$ cat config.mk
export PLATFORM = sky130hd
export DESIGN_NAME = vga_sprite_engine
export DESIGN_NICKNAME = d
export VERILOG_FILES = /design/src/rtl/vga_sprite_engine_pkg.sv /design/src/rtl/vga_sprite_engine_timing.sv /design/src/rtl/vga_sprite_engine.sv
export SDC_FILE = /design/constraint.sdc
export NUM_CORES = 1
export LEC_CHECK = 0
export ABC_AREA = 0
export CAP_MARGIN = 0
export CORE_MARGIN = 3
export CORE_UTILIZATION = 58
export DETAILED_ROUTE_END_ITERATION = 8
export DONT_BUFFER_PORTS = 1
export PLACE_DENSITY_LB_ADDON = 0.08
export SLEW_MARGIN = 20
export SYNTH_ARGS = -nofsm -noshare
export SYNTH_HDL_FRONTEND = slang
export SYNTH_HIERARCHICAL = 1
export SYNTH_SLANG_ARGS = --single-unit
$ cat constraint.sdc
create_clock -name clock -period 7.25 [get_ports clock]
set_clock_uncertainty 0.05 [all_clocks]
set_input_delay 0.725 -clock clock [delete_from_list [all_inputs] [get_ports clock]]
set_output_delay 0.725 -clock clock [all_outputs]
set_load 0.02 [all_outputs]
$ cat src/rtl/vga_sprite_engine_pkg.sv
// Shared VGA types and 640x480@60 timing constants for the sprite engine.
package vga_pkg;

  typedef struct packed {
    logic [2:0] r;
    logic [2:0] g;
    logic [1:0] b;
  } rgb332_t;

  localparam int H_ACTIVE_640 = 640;
  localparam int H_FP_640     = 16;
  localparam int H_SYNC_640   = 96;
  localparam int H_BP_640     = 48;
  localparam int V_ACTIVE_480 = 480;
  localparam int V_FP_480     = 10;
  localparam int V_SYNC_480   = 2;
  localparam int V_BP_480     = 33;

  localparam logic SYNC_ACTIVE_LOW  = 1'b0;
  localparam logic SYNC_ACTIVE_HIGH = 1'b1;

endpackage

$ cat src/rtl/vga_sprite_engine_timing.sv
// Pixel-tick divider, raster counters and registered sync generation.
module vga_timing
  import vga_pkg::*;
#(
  parameter int   CLK_DIV  = 4,
  parameter int   H_ACTIVE = H_ACTIVE_640,
  parameter int   H_FP     = H_FP_640,
  parameter int   H_SYNC   = H_SYNC_640,
  parameter int   H_BP     = H_BP_640,
  parameter int   V_ACTIVE = V_ACTIVE_480,
  parameter int   V_FP     = V_FP_480,
  parameter int   V_SYNC   = V_SYNC_480,
  parameter int   V_BP     = V_BP_480,
  parameter logic HS_POL   = SYNC_ACTIVE_LOW,
  parameter logic VS_POL   = SYNC_ACTIVE_LOW,
  parameter int   CW       = 10
) (
  input  logic          clock,
  input  logic          reset,
  output logic          pix_en,
  output logic          hsync,
  output logic          vsync,
  output logic          frame_start,
  output logic [CW-1:0] hcount,
  output logic [CW-1:0] vcount
);

  localparam int DW = (CLK_DIV > 1) ? $clog2(CLK_DIV) : 1;
  localparam logic [DW-1:0] DIV_LAST = DW'(CLK_DIV - 1);
  localparam logic [CW-1:0] H_LAST   = CW'(H_ACTIVE + H_FP + H_SYNC + H_BP - 1);
  localparam logic [CW-1:0] V_LAST   = CW'(V_ACTIVE + V_FP + V_SYNC + V_BP - 1);
  localparam logic [CW-1:0] HS_START = CW'(H_ACTIVE + H_FP);
  localparam logic [CW-1:0] HS_END   = CW'(H_ACTIVE + H_FP + H_SYNC);
  localparam logic [CW-1:0] VS_START = CW'(V_ACTIVE + V_FP);
  localparam logic [CW-1:0] VS_END   = CW'(V_ACTIVE + V_FP + V_SYNC);

  logic [DW-1:0] div;

  always_ff @(posedge clock or posedge reset) begin
    if (reset) begin
      div    <= '0;
      pix_en <= 1'b0;
      hcount <= '0;
      vcount <= '0;
      hsync  <= ~HS_POL;
      vsync  <= ~VS_POL;
    end else begin
      pix_en <= (div == DIV_LAST);
      div    <= (div == DIV_LAST) ? '0 : div + DW'(1);
      if (pix_en) begin
        // Syncs use the pre-increment counts so they stay aligned with rgb.
        hsync <= (hcount >= HS_START && hcount < HS_END) ? HS_POL : ~HS_POL;
        vsync <= (vcount >= VS_START && vcount < VS_END) ? VS_POL : ~VS_POL;
        if (hcount == H_LAST) begin
          hcount <= '0;
          vcount <= (vcount == V_LAST) ? '0 : vcount + CW'(1);
        end else begin
          hcount <= hcount + CW'(1);
        end
      end
    end
  end

  assign frame_start = pix_en && (hcount == '0) && (vcount == '0);

endmodule

$ cat src/rtl/vga_sprite_engine.sv
// VGA timing plus N-channel rectangular sprite compositor with vblank-committed
// double-buffered sprite registers.
module vga_sprite_engine
  import vga_pkg::*;
#(
  parameter int      CLK_DIV  = 4,
  parameter int      H_ACTIVE = H_ACTIVE_640,
  parameter int      H_FP     = H_FP_640,
  parameter int      H_SYNC   = H_SYNC_640,
  parameter int      H_BP     = H_BP_640,
  parameter int      V_ACTIVE = V_ACTIVE_480,
  parameter int      V_FP     = V_FP_480,
  parameter int      V_SYNC   = V_SYNC_480,
  parameter int      V_BP     = V_BP_480,
  parameter logic    HS_POL   = SYNC_ACTIVE_LOW,
  parameter logic    VS_POL   = SYNC_ACTIVE_LOW,
  parameter int      CW       = 10,
  parameter int      N_SPR    = 4,
  parameter int      SPR_W    = 16,
  parameter int      SPR_H    = 16,
  parameter rgb332_t BG_COLOR = 8'h00,
  localparam int     SW       = (N_SPR > 1) ? $clog2(N_SPR) : 1
) (
  input  logic          clock,
  input  logic          reset,
  input  logic          wr_valid,
  output logic          wr_ready,
  input  logic [SW-1:0] wr_sel,
  input  logic [CW-1:0] wr_x,
  input  logic [CW-1:0] wr_y,
  input  logic [7:0]    wr_color,
  input  logic          wr_on,
  output logic [2:0]    red,
  output logic [2:0]    green,
  output logic [1:0]    blue,
  output logic          hsync,
  output logic          vsync,
  output logic          pix_en,
  output logic [CW-1:0] hcount,
  output logic [CW-1:0] vcount,
  output logic          frame_start
);

  localparam logic [CW-1:0] H_ACT_C  = CW'(H_ACTIVE);
  localparam logic [CW-1:0] V_ACT_C  = CW'(V_ACTIVE);
  localparam logic [CW:0]   SPR_W_E  = (CW+1)'(SPR_W);
  localparam logic [CW:0]   SPR_H_E  = (CW+1)'(SPR_H);

  vga_timing #(
    .CLK_DIV (CLK_DIV),
    .H_ACTIVE(H_ACTIVE), .H_FP(H_FP), .H_SYNC(H_SYNC), .H_BP(H_BP),
    .V_ACTIVE(V_ACTIVE), .V_FP(V_FP), .V_SYNC(V_SYNC), .V_BP(V_BP),
    .HS_POL  (HS_POL),   .VS_POL(VS_POL),
    .CW      (CW)
  ) u_timing (
    .clock      (clock),
    .reset      (reset),
    .pix_en     (pix_en),
    .hsync      (hsync),
    .vsync      (vsync),
    .frame_start(frame_start),
    .hcount     (hcount),
    .vcount     (vcount)
  );

  logic [CW-1:0]    sh_x [N_SPR];
  logic [CW-1:0]    sh_y [N_SPR];
  rgb332_t          sh_c [N_SPR];
  logic [N_SPR-1:0] sh_on;
  logic [CW-1:0]    lv_x [N_SPR];
  logic [CW-1:0]    lv_y [N_SPR];
  rgb332_t          lv_c [N_SPR];
  logic [N_SPR-1:0] lv_on;
  logic             ready_q;
  logic             commit;
  rgb332_t          pix_c;
  rgb332_t          rgb_q;
  logic             found;
  logic [CW:0]      hx;
  logic [CW:0]      vy;

  assign commit   = pix_en && (hcount == '0) && (vcount == V_ACT_C);
  assign wr_ready = ready_q && !commit;

  always_ff @(posedge clock or posedge reset) begin
    if (reset) begin
      ready_q <= 1'b0;
      sh_on   <= '0;
      lv_on   <= '0;
      for (int unsigned i = 0; i < N_SPR; i++) begin
        sh_x[i] <= '0;
        sh_y[i] <= '0;
        sh_c[i] <= '0;
        lv_x[i] <= '0;
        lv_y[i] <= '0;
        lv_c[i] <= '0;
      end
    end else begin
      ready_q <= 1'b1;
      if (commit) begin
        lv_on <= sh_on;
        for (int unsigned i = 0; i < N_SPR; i++) begin
          lv_x[i] <= sh_x[i];
          lv_y[i] <= sh_y[i];
          lv_c[i] <= sh_c[i];
        end
      end
      // Out-of-range indices match no channel and are silently dropped.
      if (wr_valid && wr_ready) begin
        for (int unsigned i = 0; i < N_SPR; i++) begin
          if (wr_sel == SW'(i)) begin
            sh_x[i]  <= wr_x;
            sh_y[i]  <= wr_y;
            sh_c[i]  <= rgb332_t'(wr_color);
            sh_on[i] <= wr_on;
          end
        end
      end
    end
  end

  // Extended-width compare keeps sprites from wrapping past the counter range.
  always_comb begin
    hx    = {1'b0, hcount};
    vy    = {1'b0, vcount};
    pix_c = BG_COLOR;
    found = 1'b0;
    for (int unsigned i = 0; i < N_SPR; i++) begin
      if (!found && lv_on[i] &&
          hx >= {1'b0, lv_x[i]} && hx < {1'b0, lv_x[i]} + SPR_W_E &&
          vy >= {1'b0, lv_y[i]} && vy < {1'b0, lv_y[i]} + SPR_H_E) begin
        pix_c = lv_c[i];
        found = 1'b1;
      end
    end
  end

  always_ff @(posedge clock or posedge reset) begin
    if (reset) begin
      rgb_q <= '0;
    end else if (pix_en) begin
      rgb_q <= (hcount >= H_ACT_C || vcount >= V_ACT_C) ? rgb332_t'('0) : pix_c;
    end
  end

  assign red   = rgb_q.r;
  assign green = rgb_q.g;
  assign blue  = rgb_q.b;

endmodule
# ---- Word level (Yosys, flattened, before mapping)
# Cells that the tools add are included.
dict set report word_totals {
  register_bits 266
  latch_bits 0
  mem_bits_rw 0
  rom_bits 0
  output_inout_bits 33
  word_cells 147
  n_memories 0
}
dict set report op_classes {
  addsub 11
  mul 0
  div_mod_pow 0
  magnitude_cmp 22
  eq_ne 7
  n_shift 0
  n_mux 13
  bitwise 0
  reduce_logical 39
}
# operator n
set ops {}
lappend ops {{$add 10x5->11 const B} 8}
lappend ops {{$lt 10x11->1} 8}
lappend ops {{$ge 10x10->1} 8}
lappend ops {{$mux 8} 5}
lappend ops {{$logic_and 1x1->1} 26}
lappend ops {{$add 10x1->10 const B} 2}
lappend ops {{$eq 10x10->1 const B} 2}
lappend ops {{$ge 10x10->1 const B} 2}
lappend ops {{$ge 10x9->1 const B} 2}
lappend ops {{$logic_not 10->1} 2}
lappend ops {{$mux 10} 2}
lappend ops {{$eq 10x9->1 const B} 1}
lappend ops {{$lt 10x10->1 const B} 1}
lappend ops {{$lt 10x9->1 const B} 1}
lappend ops {{$reduce_and 2->1} 5}
lappend ops {{$eq 2x2->1 const B} 3}
lappend ops {{$mux 1} 5}
lappend ops {{$logic_not 1->1} 4}
lappend ops {{$add 2x1->2 const B} 1}
lappend ops {{$eq 2x1->1 const B} 1}
lappend ops {{$logic_not 2->1} 1}
lappend ops {{$mux 2} 1}
lappend ops {{$logic_or 1x1->1} 1}

# ---- Longest topological paths before layout
dict set report logic_depth {
  depth_word 28
  mapped_depth 13
}

# ---- Modules after synthesis
# The synthesis kept the hierarchy.
# mod instances cells_each area_each_um2 seq_area_each_um2
set modules_own_cells {}
lappend modules_own_cells {vga_sprite_engine 1 1257 12974.9 6030.8}
lappend modules_own_cells {vga_timing 1 134 1342.5 628.1}

# ---- Least setup slack after synthesis
# No wires, ideal clock.
dict set report synth_timing {
  path_kind {reg-to-reg}
  start {register lv_x[24] in the netlist's numbering}
  end {register rgb_q (netlist bit blue[0])}
  t_arrival_ns 2.708
  t_required_ns 7.059
  slack_ns 4.351
  path_stages_with_launch 13
  path_buffers 1
  cell_sequence {dfrtp_1 ha_1 nand3_1 xnor2_1 ha_1 a21o_1 a21oi_1 a32o_1 a31oi_1 or4_1 buf_2 a311oi_1 o221ai_1}
}
dict set report synth_between {
  elab_chain_len 21
  elab_cells_between_ends 25
}
# element line_no
set synth_lines {}
lappend synth_lines {{start, declared} vga_sprite_engine.sv:70} ;# logic [CW-1:0] lv_x [N_SPR];
lappend synth_lines {{start signal, assigned by index} vga_sprite_engine.sv:103} ;# lv_x[i] <= sh_x[i];
lappend synth_lines {{$add 10x5->11 / $ge 10x10->1 (equally long branches)} vga_sprite_engine.sv:130} ;# hx >= {1'b0, lv_x[i]} && hx < {1'b0, lv_x[i]} + SPR_W_E &&
lappend synth_lines {{$lt 10x11->1 / $logic_and 1x1->1 (equally long branches)} {vga_sprite_engine.sv:130, vga_sprite_engine.sv:129}}
lappend synth_lines {{$logic_and 1x1->1 (*) (2 in a row)} vga_sprite_engine.sv:130}
lappend synth_lines {{$logic_and 1x1->1 (*)} vga_sprite_engine.sv:131} ;# vy >= {1'b0, lv_y[i]} && vy < {1'b0, lv_y[i]} + SPR_H_E) begin
lappend synth_lines {{$mux 1} vga_sprite_engine.sv:129} ;# if (!found && lv_on[i] &&
lappend synth_lines {{$logic_not 1->1} vga_sprite_engine.sv:129}
lappend synth_lines {{$logic_and 1x1->1 (2 in a row)} vga_sprite_engine.sv:129}
lappend synth_lines {{$logic_and 1x1->1 (2 in a row)} vga_sprite_engine.sv:130}
lappend synth_lines {{$logic_and 1x1->1} vga_sprite_engine.sv:131}
lappend synth_lines {{$mux 1} vga_sprite_engine.sv:129}
lappend synth_lines {{$logic_not 1->1} vga_sprite_engine.sv:129}
lappend synth_lines {{$logic_and 1x1->1 (2 in a row)} vga_sprite_engine.sv:129}
lappend synth_lines {{$logic_and 1x1->1 (2 in a row)} vga_sprite_engine.sv:130}
lappend synth_lines {{$logic_and 1x1->1} vga_sprite_engine.sv:131}
lappend synth_lines {{$mux 8 (*)} vga_sprite_engine.sv:129}
lappend synth_lines {{$mux 8 (*)} vga_sprite_engine.sv:142} ;# rgb_q <= (hcount >= H_ACT_C || vcount >= V_ACT_C) ? rgb332_t'('0) : pix_c;
lappend synth_lines {{end signal, assigned} vga_sprite_engine.sv:142}
lappend synth_lines {{end, declared} vga_sprite_engine.sv:77} ;# rgb332_t rgb_q;
# Mark *: on every way between the ends. The rest lies on a longest branch, timed or not.
# A chain may end at the register's enable or synchronous reset.

# ---- Worst setup path in the final report
dict set report layout_timing {
  start {register u_timing.vcount[4]}
  end {register sh_on[0]}
}
dict set report layout_between {
  elab_chain_len 6
}
# element line_no
set layout_lines {}
lappend layout_lines {{start, declared} vga_sprite_engine_timing.sv:25} ;# output logic [CW-1:0] vcount
lappend layout_lines {{start signal, assigned} vga_sprite_engine_timing.sv:56} ;# vcount <= (vcount == V_LAST) ? '0 : vcount + CW'(1);
lappend layout_lines {{$eq 10x9->1} vga_sprite_engine.sv:82} ;# assign commit = pix_en && (hcount == '0) && (vcount == V_ACT_C);
lappend layout_lines {{$logic_and 1x1->1} vga_sprite_engine.sv:82}
lappend layout_lines {{$logic_not 1->1} vga_sprite_engine.sv:83} ;# assign wr_ready = ready_q && !commit;
lappend layout_lines {{$logic_and 1x1->1} vga_sprite_engine.sv:83}
lappend layout_lines {{$logic_and 1x1->1} vga_sprite_engine.sv:109} ;# if (wr_valid && wr_ready) begin
lappend layout_lines {{$reduce_and 2->1 (no line)} -}
lappend layout_lines {{end signal, assigned by index} vga_sprite_engine.sv:115} ;# sh_on[i] <= wr_on;
lappend layout_lines {{end, declared} vga_sprite_engine.sv:69} ;# logic [N_SPR-1:0] sh_on;
# No other way between the ends.

==> flow_metrics.py <==
metrics = {
    "setup_path": {
        "crit_fanout": 38,
        "critPathLaunchType": "flop",
        "crit_path_frequent_cell": "buf_4",
        "arrival_ns": 4.25,
        "crit_chain": "nor4b_1 > nand2_1 > or3_1 > buf_4 > and3_1 > nor3b_2 > buf_4 > mux2_1",
        "endpoint_kind": "flop",
        "critPathRequiredTime_ns": 7.62,
        "critical_path.max_stage_delay_ns": 0.95,
        "path_class": "reg -> reg",
        "cp_slowest_cell": "dfrtp_1",
    },
    "power_and_ir_drop": {
        "leakagePower_nw": 7.15,
        "powerDensity_nw_per_um2": 216,
        "total_power_mw": 3.39,
        "vdd_drop_max_mv": 0.209,
    },
    "grt": {
        "antenna_found_initial": 0,
        "grt_pass1_vias": 10300,
        "grt_pass1_wl_mm": 56.3,
        "overflow": 0,
        "grt_use_total": 0.267,
        "grt_max_degree": 137,
    },
    "synth": {
        "syn_area_um2": 14300,
        "synth-edff-count": 0,
        "synth-main-ff-cell": "dfrtp_1",
        "synth_cell_types": 75,
        "avgSynthCellArea_um2": 10.3,
        "syn_inst": 1391,
        "synth_nets": 1567,
        "ys_seq_area_frac": 0.465,
        "synth-async-reset-ratio": 1.00,
        "ys_ff_latch": 266,
        "yosysWarnings": 6,
    },
    "timing": {
        "worst_slew_pin_slew_ns": 1.02,
        "timing.hold.ws_ns": 0.163,
        "slew_violations": 0,
        "setup_viol": 0,
        "rsz0062_at_grt": "false",
        "post-route-period-util": 0.536,
        "fin_tns_setup_ns": 0,
        "slew_headroom": 0.313,
        "fmax_ghz": 0.257,
        "hold_violations": 0,
        "min_period_ns": 3.89,
    },
    "routing": {
        "drt_pass1_iterations": 5,
        "first_iter_violations": 902,
        "wl_mm": 34.8,
        "drc": 0,
        "vias": 10300,
        "routedWlPerCell_um": 20.1,
        "drt-vias-per-instance": 5.93,
        "ant_nets": 0,
    },
    "floorplanning": {
        "start_util": 0.599,
        "num_rows": 56,
        "pin_count": 67,
        "die_area_um2": 26600,
        "core_area_um2": 23900,
        "die_w_um": 163,
        "die_y_um": 163,
    },
    "layout": {
        "layout.nets": 1574,
        "final_area_um2": 15700,
        "final_common_cell": "dfrtp_1",
        "diodes": 0,
        "area_growth_pct": 9.95,
        "most-common-layout-cells": "dfrtp_1, nand2_1, ha_1",
        "stdcell_count": 1737,
        "drive_above_1_share": 0.0677,
    },
    "clocking": {
        "clkLatencyLatePin_ns": 0.55,
        "clk_pin_slew_ns": 0.07,
        "clk_root_buffer_cell": "clkbuf_16",
        "cts.sinks": 266,
        "hold_buffers": 0,
        "ctsResizeCount": 0,
        "cts_tree": "built",
        "numCtsBuffers": 28,
        "cts_setup_buffers": 0,
        "clk_path_buf_depth": 3,
        "htree_levels": 1,
    },
    "placement": {
        "gp_congestion": 0.884,
        "place_inst": 1685,
        "dpl_cell_area_um2": 14700,
        "port_buffers": 0,
        "hpwl_mm": 23.5,
    },
    "run_status": {
        "status": "finished clean",
    },
    "run": {
        "maxCapViolations": 0,
    },
    "hold_path": {
        "hp-class": "in -> async",
    },
}
path summary, 6_finish.rpt:
check / start / endpoint / slack (ns) / depth (start not counted)
worst max register to register: u_timing/vcount[4] / sh_on[0] / 3.36 / 8
max in group asynchronous: reset / sh_x[37] / 5.59 / 2
worst min-delay path: reset / sh_y[38] / 0.16 / 1
worst min register to register: u_timing/div[0] / u_timing/div[0] / 0.38 / 1
worst max-delay path: u_timing/vcount[4] / sh_on[0] / 3.36 / 8
min in group clock: wr_y[4] / sh_y[14] / 0.25 / 1
sequential cells by signal, summed over array words and instances, names as in the netlist:
register / flops
u_timing/hcount: 10
lv_y: 40
sh_y: 40
u_timing/pix_en: 1
green: 3
u_timing/div: 2
u_timing/vcount: 10
lv_on: 4
lv_c: 32
lv_x: 40
sh_x: 40
sh_c: 32
ready_q: 1
blue: 2
sh_on: 4
red: 3
u_timing/vsync: 1
u_timing/hsync: 1
critical path, delay by kind of cell (launching register included):
family / cells / cell delay, ns
and+or+nand+nor: 5 / 1.51
muxes: 1 / 0.37
DFF: 1 / 0.95
buffers and inverters: 2 / 0.86
report_power, final:
group          internal (mW)  leakage (nW)  total (mW)  switching (mW)
sequential              1.63          3.47        1.70          0.0710
combinational         0.0813          3.19       0.152          0.0712
clock                  0.943         0.492        1.54           0.601
cell families after synthesis:
| family | Yosys count | share of synthesized area |
|---|---|---|
| compound gates | 250 | 0.108 |
| xor+xnor | 42 | 0.0257 |
| fa+ha+maj | 142 | 0.124 |
| buf+inv | 152 | 0.0431 |
| flops | 266 | 0.465 |
| mux | 120 | 0.0941 |
| other cells | 1 | 0.000262 |
| simple gates | 418 | 0.140 |
Yosys cell counts (4+ instances only):
cell type / number / area share
nand2_1: 231 / 0.061
dfrtp_1: 264 / 0.46
nor4_1: 14 / 0.0061
a21oi_1: 43 / 0.015
a2111oi_0: 5 / 0.0031
a211oi_1: 7 / 0.0037
mux2_1: 116 / 0.091
nand4_1: 15 / 0.0066
nand3b_1: 4 / 0.0021
buf_1: 4 / 0.0010
nor4_2: 4 / 0.0035
and4_1: 6 / 0.0037
inv_1: 104 / 0.027
clkbuf_1: 26 / 0.0068
xnor2_1: 39 / 0.024
o21ai_1: 12 / 0.0042
buf_2: 9 / 0.0031
nor2_1: 31 / 0.0081
a31oi_1: 8 / 0.0035
a21o_1: 11 / 0.0058
nor2b_1: 6 / 0.0026
ha_1: 142 / 0.12
o211ai_1: 5 / 0.0026
and3_1: 12 / 0.0052
nand2b_1: 9 / 0.0039
nor3_1: 8 / 0.0028
a311oi_1: 9 / 0.0055
o21ai_0: 113 / 0.039
nand3_1: 51 / 0.018
o221ai_1: 10 / 0.0061
layer usage:
layer	vias up	global-route usage	share of wire
met5	-	0.00568	0
met4	0	0.0677	0.024
met3	69	0.0449	0.055
met2	255	0.427	0.46
met1	5073	0.382	0.46
li1	4897	-	-
per-stage QoR:
stage / setup slack [ns] / util
after floorplan: 3.31 / -
after global placement: 3.39 / 0.615
after detailed placement: 3.32 / 0.615
after CTS: 3.32 / 0.657
after global routing: 3.07 / 0.659
final: 3.36 / 0.659
layout make-up:
class                      instances  area, um^2
sequential                       266        6660
fill                            1940        8150
clock inverter                    14         198
multi-input combinational        973        7070
inverter                         106         402
clock buffer                      36         792
tap                              319         399
timing repair buffer              23         225
(Power assumes the default switching activity.)
